===== src/rtl/osmanip_mem_master.sv =====
// osmanip_mem_master: Avalon-MM master block-transfer engine for the on-chip RAM.
//
// Accepts one command at a time. A write command streams wr_data words into
// consecutive RAM addresses. A read command streams consecutive RAM words out on
// rd_data through a small return FIFO. Addresses wrap modulo 2^ADDR_W.
//
// Ports:
//   clk, reset        single clock, synchronous active-high reset
//   cmd_*             command handshake (valid/ready, direction, start address, length)
//   busy, done        busy from the cycle after accept through done; done is a 1-cycle pulse
//   wr_data/valid/ready   input stream (stream-to-RAM)
//   rd_data/valid/ready   output stream (RAM-to-stream)
//   address, byteenable, chipselect, write, writedata, readdata, clken
//                     Avalon-MM master to a slave with fixed read latency 1
module osmanip_mem_master #(
    parameter int unsigned ADDR_W     = 10,
    parameter int unsigned DATA_W     = 32,
    parameter int unsigned FIFO_DEPTH = 4
) (
    input  logic                  clk,
    input  logic                  reset,
    input  logic                  cmd_valid,
    output logic                  cmd_ready,
    input  logic                  cmd_write,
    input  logic [ADDR_W-1:0]     cmd_addr,
    input  logic [ADDR_W:0]       cmd_len,
    output logic                  busy,
    output logic                  done,
    input  logic [DATA_W-1:0]     wr_data,
    input  logic                  wr_valid,
    output logic                  wr_ready,
    output logic [DATA_W-1:0]     rd_data,
    output logic                  rd_valid,
    input  logic                  rd_ready,
    output logic [ADDR_W-1:0]     address,
    output logic [DATA_W/8-1:0]   byteenable,
    output logic                  chipselect,
    output logic                  write,
    output logic [DATA_W-1:0]     writedata,
    input  logic [DATA_W-1:0]     readdata,
    output logic                  clken
);

    localparam int unsigned LenW = ADDR_W + 1;
    localparam int unsigned PtrW = $clog2(FIFO_DEPTH);
    localparam int unsigned CntW = PtrW + 1;

    typedef enum logic [2:0] {StIdle, StWrite, StRead, StDrain, StDone} state_e;

    state_e state_q, state_d;

    logic [ADDR_W-1:0] addr_q;
    logic [LenW-1:0]   remaining_q;
    logic              inflight_q;

    logic [DATA_W-1:0] fifo_q [FIFO_DEPTH];
    logic [PtrW-1:0]   wptr_q, rptr_q;
    logic [CntW-1:0]   count_q;
    logic [CntW-1:0]   occupancy;

    logic accept, wr_fire, rd_issue, push, pop, last_word, drained;

    assign accept    = cmd_valid && (state_q == StIdle);
    assign wr_fire   = (state_q == StWrite) && wr_valid;
    // Outstanding read plus stored words must leave room for the new return word.
    assign occupancy = count_q + CntW'(inflight_q);
    assign rd_issue  = (state_q == StRead) && (occupancy < CntW'(FIFO_DEPTH));
    assign push      = inflight_q;
    assign rd_valid  = (count_q != '0);
    assign rd_data   = fifo_q[rptr_q];
    assign pop       = rd_valid && rd_ready;
    assign last_word = (remaining_q == LenW'(1));
    // Drain ends once nothing is in flight and the final word leaves this cycle.
    assign drained   = !inflight_q &&
                       ((count_q == '0) || ((count_q == CntW'(1)) && pop));

    assign byteenable = '1;
    assign clken      = 1'b1;

    // State register
    always_ff @(posedge clk) begin
        if (reset) begin
            state_q <= StIdle;
        end else begin
            state_q <= state_d;
        end
    end

    // Next-state logic
    always_comb begin
        state_d = state_q;
        unique case (state_q)
            StIdle: begin
                if (accept) begin
                    if (cmd_len == '0) begin
                        state_d = StDone;
                    end else if (cmd_write) begin
                        state_d = StWrite;
                    end else begin
                        state_d = StRead;
                    end
                end
            end
            StWrite: if (wr_fire && last_word) state_d = StDone;
            StRead:  if (rd_issue && last_word) state_d = StDrain;
            StDrain: if (drained) state_d = StDone;
            StDone:  state_d = StIdle;
            default: state_d = StIdle;
        endcase
    end

    // Output logic
    always_comb begin
        cmd_ready = 1'b0;
        busy      = 1'b1;
        done      = 1'b0;
        wr_ready  = 1'b0;
        unique case (state_q)
            StIdle: begin
                cmd_ready = 1'b1;
                busy      = 1'b0;
            end
            StWrite: wr_ready = 1'b1;
            StDone:  done = 1'b1;
            default: ;
        endcase
        chipselect = wr_fire || rd_issue;
        write      = wr_fire;
        address    = addr_q;
        writedata  = wr_fire ? wr_data : '0;
    end

    // Address / length bookkeeping and read-latency tracking
    always_ff @(posedge clk) begin
        if (reset) begin
            addr_q      <= '0;
            remaining_q <= '0;
            inflight_q  <= 1'b0;
        end else begin
            inflight_q <= rd_issue;
            if (accept) begin
                addr_q      <= cmd_addr;
                remaining_q <= cmd_len;
            end else if (wr_fire || rd_issue) begin
                addr_q      <= addr_q + ADDR_W'(1);
                remaining_q <= remaining_q - LenW'(1);
            end
        end
    end

    // Read-return FIFO pointers and fill count
    always_ff @(posedge clk) begin
        if (reset) begin
            wptr_q  <= '0;
            rptr_q  <= '0;
            count_q <= '0;
        end else begin
            if (push) wptr_q <= wptr_q + PtrW'(1);
            if (pop)  rptr_q <= rptr_q + PtrW'(1);
            if (push && !pop) begin
                count_q <= count_q + CntW'(1);
            end else if (pop && !push) begin
                count_q <= count_q - CntW'(1);
            end
        end
    end

    // FIFO storage; contents need no reset since count_q gates visibility
    always_ff @(posedge clk) begin
        if (push) fifo_q[wptr_q] <= readdata;
    end

endmodule


===== config.mk =====
export PLATFORM = sky130hd
export DESIGN_NAME = osmanip_mem_master
export DESIGN_NICKNAME = d
export VERILOG_FILES = /design/src/rtl/osmanip_mem_master.sv
export SDC_FILE = /design/constraint.sdc
export NUM_CORES = 1
export LEC_CHECK = 0
export BUFFER_PORTS_ARGS = -buffer_cell sky130_fd_sc_hd__buf_2
export CORE_MARGIN = 5
export CORE_UTILIZATION = 40
export DETAILED_ROUTE_END_ITERATION = 8
export PLACE_DENSITY = 0.61
export SLEW_MARGIN = 30
export SYNTH_ARGS = -nofsm -noshare
export SYNTH_HDL_FRONTEND = slang
export SYNTH_SLANG_ARGS = --single-unit

===== constraint.sdc =====
create_clock -name clk -period 2.01 [get_ports clk]
set_input_delay 0.1005 -clock clk [delete_from_list [all_inputs] [get_ports clk]]
set_output_delay 0.1005 -clock clk [all_outputs]
set_load 0.1 [all_outputs]

-- Word level (Yosys, flattened, before mapping)
Memories as Yosys holds them, arrays and structs flattened. A register that Yosys moved wholly into a read port is not among the register bits.
Index checks and enable logic that the tools add are counted.
- $add $sub $neg: 7
- $mul: 0
- divide/modulo/power cells: 0
- magnitude comparators: 1
- equality and inequality tests: 10
- shifts and indexed selects: 0
- mux-type cells: 22
- bitwise operators: 0
- reduce and logical (&&, ||, !) cells: 21
- operators by type and width (cell ; count):
    $mux W32 ; 1
    $mux W11 ; 2
    $mux W3 ; 7
    $mux W10 ; 2
    $pmux W3 S4 ; 1
    $eq A11 B1 Y1 const B ; 1
    $logic_not A11 Y1 ; 1
    $sub A11 B1 Y11 const B ; 1
    $add A10 B1 Y10 const B ; 1
    $logic_and A1 B1 Y1 ; 10
    $eq A3 B1 Y1 const B ; 2
    $eq A3 B2 Y1 const B ; 2
    $logic_not A3 Y1 ; 2
    $mux W1 ; 6
    $mux W2 ; 3
    $add A2 B1 Y2 const B ; 2
    $ne A2 B1 Y1 const B ; 2
    $ne A2 B2 Y1 const B ; 2
    $reduce_and A4 Y1 ; 1
    $reduce_bool A2 Y1 ; 2
    $add A3 B1 Y3 ; 1
    $add A3 B1 Y3 const B ; 1
    $eq A3 B3 Y1 const B ; 1
    $lt A3 B3 Y1 const B ; 1
    other kinds (4) ; 6
- flip-flop bits (word level): 32
- latch bits: 0
- bits in writable memories: 128
- ROM bits: 0
- input port bits: 91
- output and inout bits: 86
- logic and storage cells: 69
- memories: 1
- memories (name ; words ; width ; read ports ; clocked after memory_dff ; wr ports ; line ; source):
    fifo_q ; 4 ; 32 ; 1 ; 1 ; 1 ; 56 ; logic [DATA_W-1:0] fifo_q [FIFO_DEPTH];

-- Depth between registers and ports, before layout
Gate-level depths: netlist of run 1.
- word-level depth: 7
- mapped depth: 9
- mapped depth without buffers: 9

-- Least setup slack after synthesis of run 1
OpenSTA, ideal clock, no wires.
- path type: reg-to-output
- start: register state_q[2]
- end: output port done
- arrival: 2.679 ns
- data required time: 1.910 ns
- slack: -0.769 ns
- cell stages (with the launch flop): 2
- cells stage by stage: dfxtp_1 > nor3b_1
- word-level cells in the longest chain between the ends: 2
- RTL lines (element ; line ; source):
    start: declaration ; 50 ; state_e state_q, state_d;
    start signal: assignment ; 83 ; state_q <= StIdle;
    start signal: assignment ; 85 ; state_q <= state_d;
    $eq A3 B3 Y1 ; 118 ; unique case (state_q)
    $mux W1 ; 118 ;
    end: declaration ; 28 ; output logic done,
Every way passes these cells.

-- Worst setup path in the final report of run 1
- start: register state_q[2]
- end: output port chipselect
- word-level cells in the longest chain between the ends: 3
- RTL lines (element ; line ; source):
    $eq A3 B1 Y1 or $eq A3 B2 Y1 (tied branches) ; 64, 67 ;
    $logic_and A1 B1 Y1 (on tied branches) ; 64, 67 ;
    $logic_or A1 B1 Y1 * ; 127 ; chipselect = wr_fire || rd_issue;
    end: declaration ; 37 ; output logic chipselect,
Every way passes the cells marked *; elsewhere a longest branch is shown, timed or not.

==> out/metrics.cfg, run 1 <==
[detailed_routing]
drtAntennaViolNets = 0
avgRoutedWirePerCell_um = 17.87
via_count = 4762
drc = 0
initialDrtViolationCount = 235
vias_per_cell = 5.143
routed_wl_um = 16550
first_pass_iters = 5

[sta]
slew_headroom_pct = 38.11
tightestPinTransition_ps = 928.3
hold_viol_final = 0
fin_crit_sh_pct = 95.56
rsz0062_at_grt = yes
clock_skew_ps = 9.969
setup_tns_ps = 0
fin_crit_ps = 1921
fmax_mhz = 520.6
finalSetupViolCount = 0
drv_slew = 0

[cts]
clk_pin_slew_ps = 70
htree_levels = 4
cts_tree = yes
ctsRootBufferMaster = clkbuf_16
cts_sinks = 162
cts_made_buffers = 17
ctsLongestPathBuffers = 2
insertion_delay_ps = 420

[placement]
dp_hpwl_um = 11450
io_buffers = 171
place_congestion = 0.8339
dp_cells = 849

[synthesis]
synth-seq-area-share_pct = 65.20
synth-seq-cells = 162
synth_top_area_share_pct = 55.39
ys.flop_type = edfxtp_1
async_reset_ff_share_pct = 0
yosys.area.top_type = edfxtp_1
netlist_area_mm2 = 0.006939
synth_warnings = 0
synthTopCellsByArea = edfxtp_1 (55%), mux4_2 (10%), dfxtp_1 (9.8%)
synth_edf_count = 128
synthCells = 464
synth.distinct_cells = 62
syn_area_per_cell_um2 = 14.96

[grt]
antenna_found_initial = 2
grt_pass1_wl_um = 26110
grt_max_degree = 45
gr-total-overflow = 0
grt_pass1_vias = 5051
track_usage_pct = 16.83

[worst_setup_path]
crit_path_top_delay_cell = dfxtp_1
critPathLaunchType = register
reg2reg_depth = 8
reg2reg_to = count_q[2]
crit_type = reg2out
reg2reg_slack_ps = 130
cp.arrival_ps = 1820
critical_path.top_delay_family = flip-flops
r2r_start = count_q[0]
max_stage_delay_ps = 390
cp.required_ps = 1910
cp_max_fo = 22
endpoint_kind = output port
cp_num_buf_inv = 2
path_cells = nor2_1, and2_2, a21oi_4, inv_6, buf_12

[layout]
final_cell_mix = edfxtp_1 (128), buf_2 (104), buf_12 (69)
final_common_cell = edfxtp_1
seq_area_mm2 = 0.004541
drive_gt1_share_pct = 43.57
syn_to_final_growth_pct = 47.60
fin_nets = 792
multi_input_area_mm2 = 0.002296
fillers = 1354
fin_cells = 926

[power_and_ir_drop]
power_per_cell_area_mw_per_mm2 = 1523
ir_worst_vdd_v = 0.0009738
p_leak_nw = 3.865

[die]
start_util_pct = 40.40
rows = 48
io_pins = 177
die_area_mm2 = 0.02008
core_area_mm2 = 0.01718
die-height_um = 141.7
fp.dieW_um = 141.7

[worst_hold_path]
worstHoldStart = cmd_addr[5]
min_path_cells = 3
worst_hold_path.endpoint = address[5]
hold_path_class = in2reg

[run]
cap_violations = 0

[outcome]
status = finished clean

-- flip-flops by register name, summed over array words and instances, names as in the netlist, named ones only --
| register | count |
|---|---|
| address | 10 |
| count_q | 3 |
| fifo_q | 128 |
| inflight_q | 1 |
| remaining_q | 11 |
| rptr_q | 2 |
| state_q | 3 |
| wptr_q | 2 |
-- power by group --
| part | switching, mW | internal [mW] | leakage [nW] |
|---|---|---|---|
| clock network | 1.19 | 1.93 | 0.274 |
| registers | 0.271 | 3.96 | 1.44 |
| logic | 5.36 | 2.88 | 2.16 |
-- tightest hold or removal path, cell delays in order --
cell,delay (ps)
buf_2,80
a22oi_1,70
o22ai_1,140
-- per-layer routing --
metal	track usage, %	vias to the layer above	share of wire (%)
met2	28.63	193	51
met3	6.606	16	9.2
li1	-	2241	-
met1	19.78	2310	39
met5	0	-	0.079
met4	4.949	2	0.82
-- cells in the mapped netlist, drive strengths merged (2+ instances only) --
library cell / number
o311ai: 2
nand3: 9
edfxtp: 128
and3: 32
a31oi: 6
nor3: 8
o22ai: 8
o31a: 4
a32oi: 4
a21oi: 19
nor3b: 3
or2: 4
buf: 18
mux4: 32
a22oi: 4
or3: 2
mux2i: 2
nor2: 23
a31o: 3
or4: 3
clkbuf: 14
nor4: 5
o21bai: 3
o211ai: 3
dfxtp: 34
o21ai: 2
xor2: 5
inv: 15
nand2: 26
ha: 12
and2: 8
nand2b: 8
-- cell families (layout without fill, tap and decap cells) --
kind of cell,Yosys count,count (layout),synth area share (%)
flip-flops,162,162,65.20
AND/OR/NAND/NOR,136,136,10.89
AO/OA/AOI/OAI,66,66,6.942
buffers and inverters,47,279,3.318
multiplexers,34,34,10.67
adder cells (fa/ha/maj),12,12,2.164
XOR/XNOR,6,6,0.7573
other,1,6,0.05404
-- final cells by class --
type,count,share of cell area (%)
antenna,1,0.02443
timing repair buffer,234,24.29
sequential,162,44.33
inverter,15,0.5986
multi-input combinational,259,22.42
clock inverter,10,1.332
clock buffer,20,4.263
tap,225,2.749
-- repair_timing --
item	CTS	global route
pin swaps	0	1
gates cloned	0	1
setup buffers	0	1
hold endpoints to repair	140	0
hold buffers	44	0
endpoints found under the setup margin	1	5
gates resized for setup	1	2
-- through the flow --
step	area [um2]	total power [mW]	worst slack, ps	hold WS, ps	utilization [%]
after floorplan	7074	9.971	-180.6	199.4	-
after global placement	9183	12.34	217.0	311.3	53.46
after detailed placement	9183	12.42	131.8	318.3	53.46
after CTS	10200	15.63	11.64	1.153	59.38
after global routing	10240	16.26	-6.004	4.275	59.63
final	10240	15.60	89.26	22.45	59.63
-- how the worst max path moves through the flow --
stage	startpoint	end	depth (start not counted)
finish	state_q[2]	chipselect	5
global route	state_q[2]	chipselect	5
CTS	state_q[2]	chipselect	5
detailed placement	state_q[2]	address[0]	6
global placement	state_q[2]	address[5]	7
floorplan	state_q[0]	address[0]	6
Note: power is estimated with default switching activity, not from simulation.
==> inputs of run 2 (changes only) <==
- PLACE_DENSITY: 0.61 -> default
- PLACE_DENSITY_LB_ADDON: default -> 0.3
==> run 2 against run 1 <==
Net effect:
- worst hold slack improved by 14 ps
- combinational power decreased by 7.3%
- critical path depth decreased by 2
- critical path type unchanged
- largest cell class unchanged
- cell count increased by 0.11%
- critical endpoint is now rd_data[28]
==> out/metrics.cfg, run 2 (same netlist as run 1, synthesis figures left out) <==
[outcome]
status = finished clean

[layout]
antenna_cells = 0  ; -1
drive_gt1_share_pct = 43.87  ; +0.30 points
final_common_cell = edfxtp_1
largest_register_ffs = 128  ; unchanged
fin_nets = 792  ; unchanged
fillers = 1373  ; +1.4%
fin_util_pct = 57.78  ; -1.9 points
regMostFlops = fifo_q
fin_cells = 927  ; +0.11%
final_cell_mix = edfxtp_1 (128), buf_2 (108), dlygate4sd3_1 (46), buf_12 (46), mux4_2 (32)
syn_to_final_growth_pct = 43.02
final_area_mm2 = 0.009925  ; -3.1%

[detailed_routing]
wl_met2_um = 8756  ; +4.1%
topRoutingLayerUsed = met5
avgRoutedWirePerCell_um = 18.20  ; +1.9%
vias_per_cell = 5.187  ; +0.86%
first_pass_iters = 4  ; -1
routed_wl_um = 16870  ; +2.0%
drtAntennaViolNets = 0  ; unchanged
via_count = 4808  ; +0.97%
wl_met3_um = 1330  ; -13%
met1_length_um = 6557  ; +1.6%
initialDrtViolationCount = 241  ; +2.6%
drc = 0  ; unchanged

[cts]
htree_levels = 4  ; unchanged
clk_pin_slew_ps = 60  ; about the same
post_cts_buffers = 0  ; unchanged
cts_tree = yes
ctsRootBufferMaster = clkbuf_16
insertion_delay_ps = 420  ; about the same
ctsLongestPathBuffers = 2  ; unchanged
cts_sinks = 162  ; unchanged
cts_made_buffers = 17  ; unchanged

[power_and_ir_drop]
power_per_cell_area_mw_per_mm2 = 1497  ; -1.7%
p_switching_mw = 6.763  ; -0.90%
p_seq_share_pct = 28.7  ; +1.6 points
swShare_pct = 45.51  ; +1.8 points
ir_worst_vdd_v = 0.001119  ; +15%
p_leak_nw = 3.750  ; -3.0%
p_comb_share_pct = 51.5  ; -1.4 points
pwr-share-clk_pct = 19.8  ; -0.2 points
p_int_mw = 8.095  ; -7.8%

[sta]
setup_tns_ps = 0  ; unchanged
tightestPinTransition_ps = 914.7  ; -13.64 ps
finalSetupViolCount = 0  ; unchanged
fin_ws_ps = 101.5  ; +12.28 ps
slew_headroom_pct = 39.02  ; +0.91 points
hold_viol_final = 0  ; unchanged
clock_skew_ps = 10.59  ; +0.6229 ps
drv_slew = 0  ; unchanged
fmax_mhz = 524.0  ; +0.64%
fin_crit_sh_pct = 94.95  ; -0.61 points
rsz0062_at_grt = no
fin_crit_ps = 1908  ; -12.28 ps

[placement]
dp_slack_ps = 133.0  ; +1.201 ps
dp_hpwl_um = 11480  ; +0.24%
place_congestion = 0.8699  ; +4.3%
dp_cells = 848  ; -0.12%
placed_area_mm2 = 0.008827  ; -3.9%
io_buffers = 171  ; unchanged

[worst_setup_path]
cp_max_fo = 16  ; -27%
reg2reg_depth = 7  ; -1
endpoint_kind = output port
cp.arrival_ps = 1810  ; about the same
critPathLaunchType = register
crit_type = reg2out
cp.required_ps = 1910  ; about the same
crit_path_top_delay_cell = mux4_2
max_stage_delay_ps = 500  ; +110 ps
path_cells = buf_12, mux4_2, buf_2

[die]
fp.dieW_um = 141.7  ; unchanged
rows = 48  ; unchanged
io_pins = 177  ; unchanged
start_util_pct = 40.40  ; unchanged
die_area_mm2 = 0.02008  ; unchanged
core_area_mm2 = 0.01718  ; unchanged
die-height_um = 141.7  ; unchanged

[run]
cap_violations = 0  ; unchanged

[grt]
grt_pass1_wl_um = 26700  ; +2.3%
grt_max_degree = 45  ; unchanged
track_usage_pct = 17.17  ; +0.34 points
gr-total-overflow = 0  ; unchanged
antenna_found_initial = 1  ; -1
grt_pass1_vias = 5240  ; +3.7%

[worst_hold_path]
hold_path_class = in2reg
min_path_cells = 3  ; unchanged

run 2: cell types whose count changed in the layout (fill, tap and decap cells not counted), sizes merged:
cell / change
bufinv: -3
clkinvlp: -1
buf: -3
dlygate4sd3: +2
diode: -1
clkbuf: +5
inv: +2
run 2: path summary, 6_finish.rpt:
path | slack (ps) | end | start
setup reg to reg | 170 | count_q[2] | count_q[1]
hold reg to reg | 480 | address[0] | address[0]
hold / removal | 40 | address[6] | cmd_addr[6]
setup / recovery | 100 | rd_data[28] | register
run 2: layer usage:
metal	track usage, %	up-vias
li1	-	2240
met1	19.64	2342
met2	30.25	201
met3	6.269	23
met4	4.848	2
met5	0	-
run 2: what timing repair did:
action                     in CTS  in global routing
gates resized for setup        20                  8
hold buffers                   46                  0
hold endpoints to repair      142                  0
setup endpoints to repair      20                 53
cloned                          0                  1
run 2: critical path, delay by kind of cell, from the launching register on:
| family | cells | cell delay, ps |
|---|---|---|
| multiplexers | 1 | 500 |
| flip-flops | 1 | 380 |
| buffers and inverters | 2 | 500 |
run 2: area by class of cell:
cell class | count | area (um2) | share of cell area, %
multi-input combinational | 259 | 2288 | 23.06
clock buffer | 24 | 493.0 | 4.967
clock inverter | 8 | 52.55 | 0.5295
inverter | 15 | 61.31 | 0.6178
tap | 225 | 281.5 | 2.837
sequential | 162 | 4546 | 45.80
timing repair buffer | 234 | 2202 | 22.19
run 2: through the flow:
stage / hold slack (ps) / power [mW]
floorplan: 199.4 / 9.971
finish: 36.47 / 14.86
global placement: 310.9 / 11.65
global route: 21.08 / 15.52
detailed placement: 318.9 / 11.75
CTS: 5.792 / 14.87
run 2: power groups by stage:
stage | logic, mW | registers, mW | clock network [mW]
2_1_floorplan | 5.40 | 4.57 | 0
3_3_place_gp | 7.36 | 4.28 | 0
3_5_place_dp | 7.44 | 4.31 | 0
4_1_cts | 7.61 | 4.25 | 3.01
5_1_grt | 8.03 | 4.30 | 3.18
6_report | 7.65 | 4.26 | 2.94
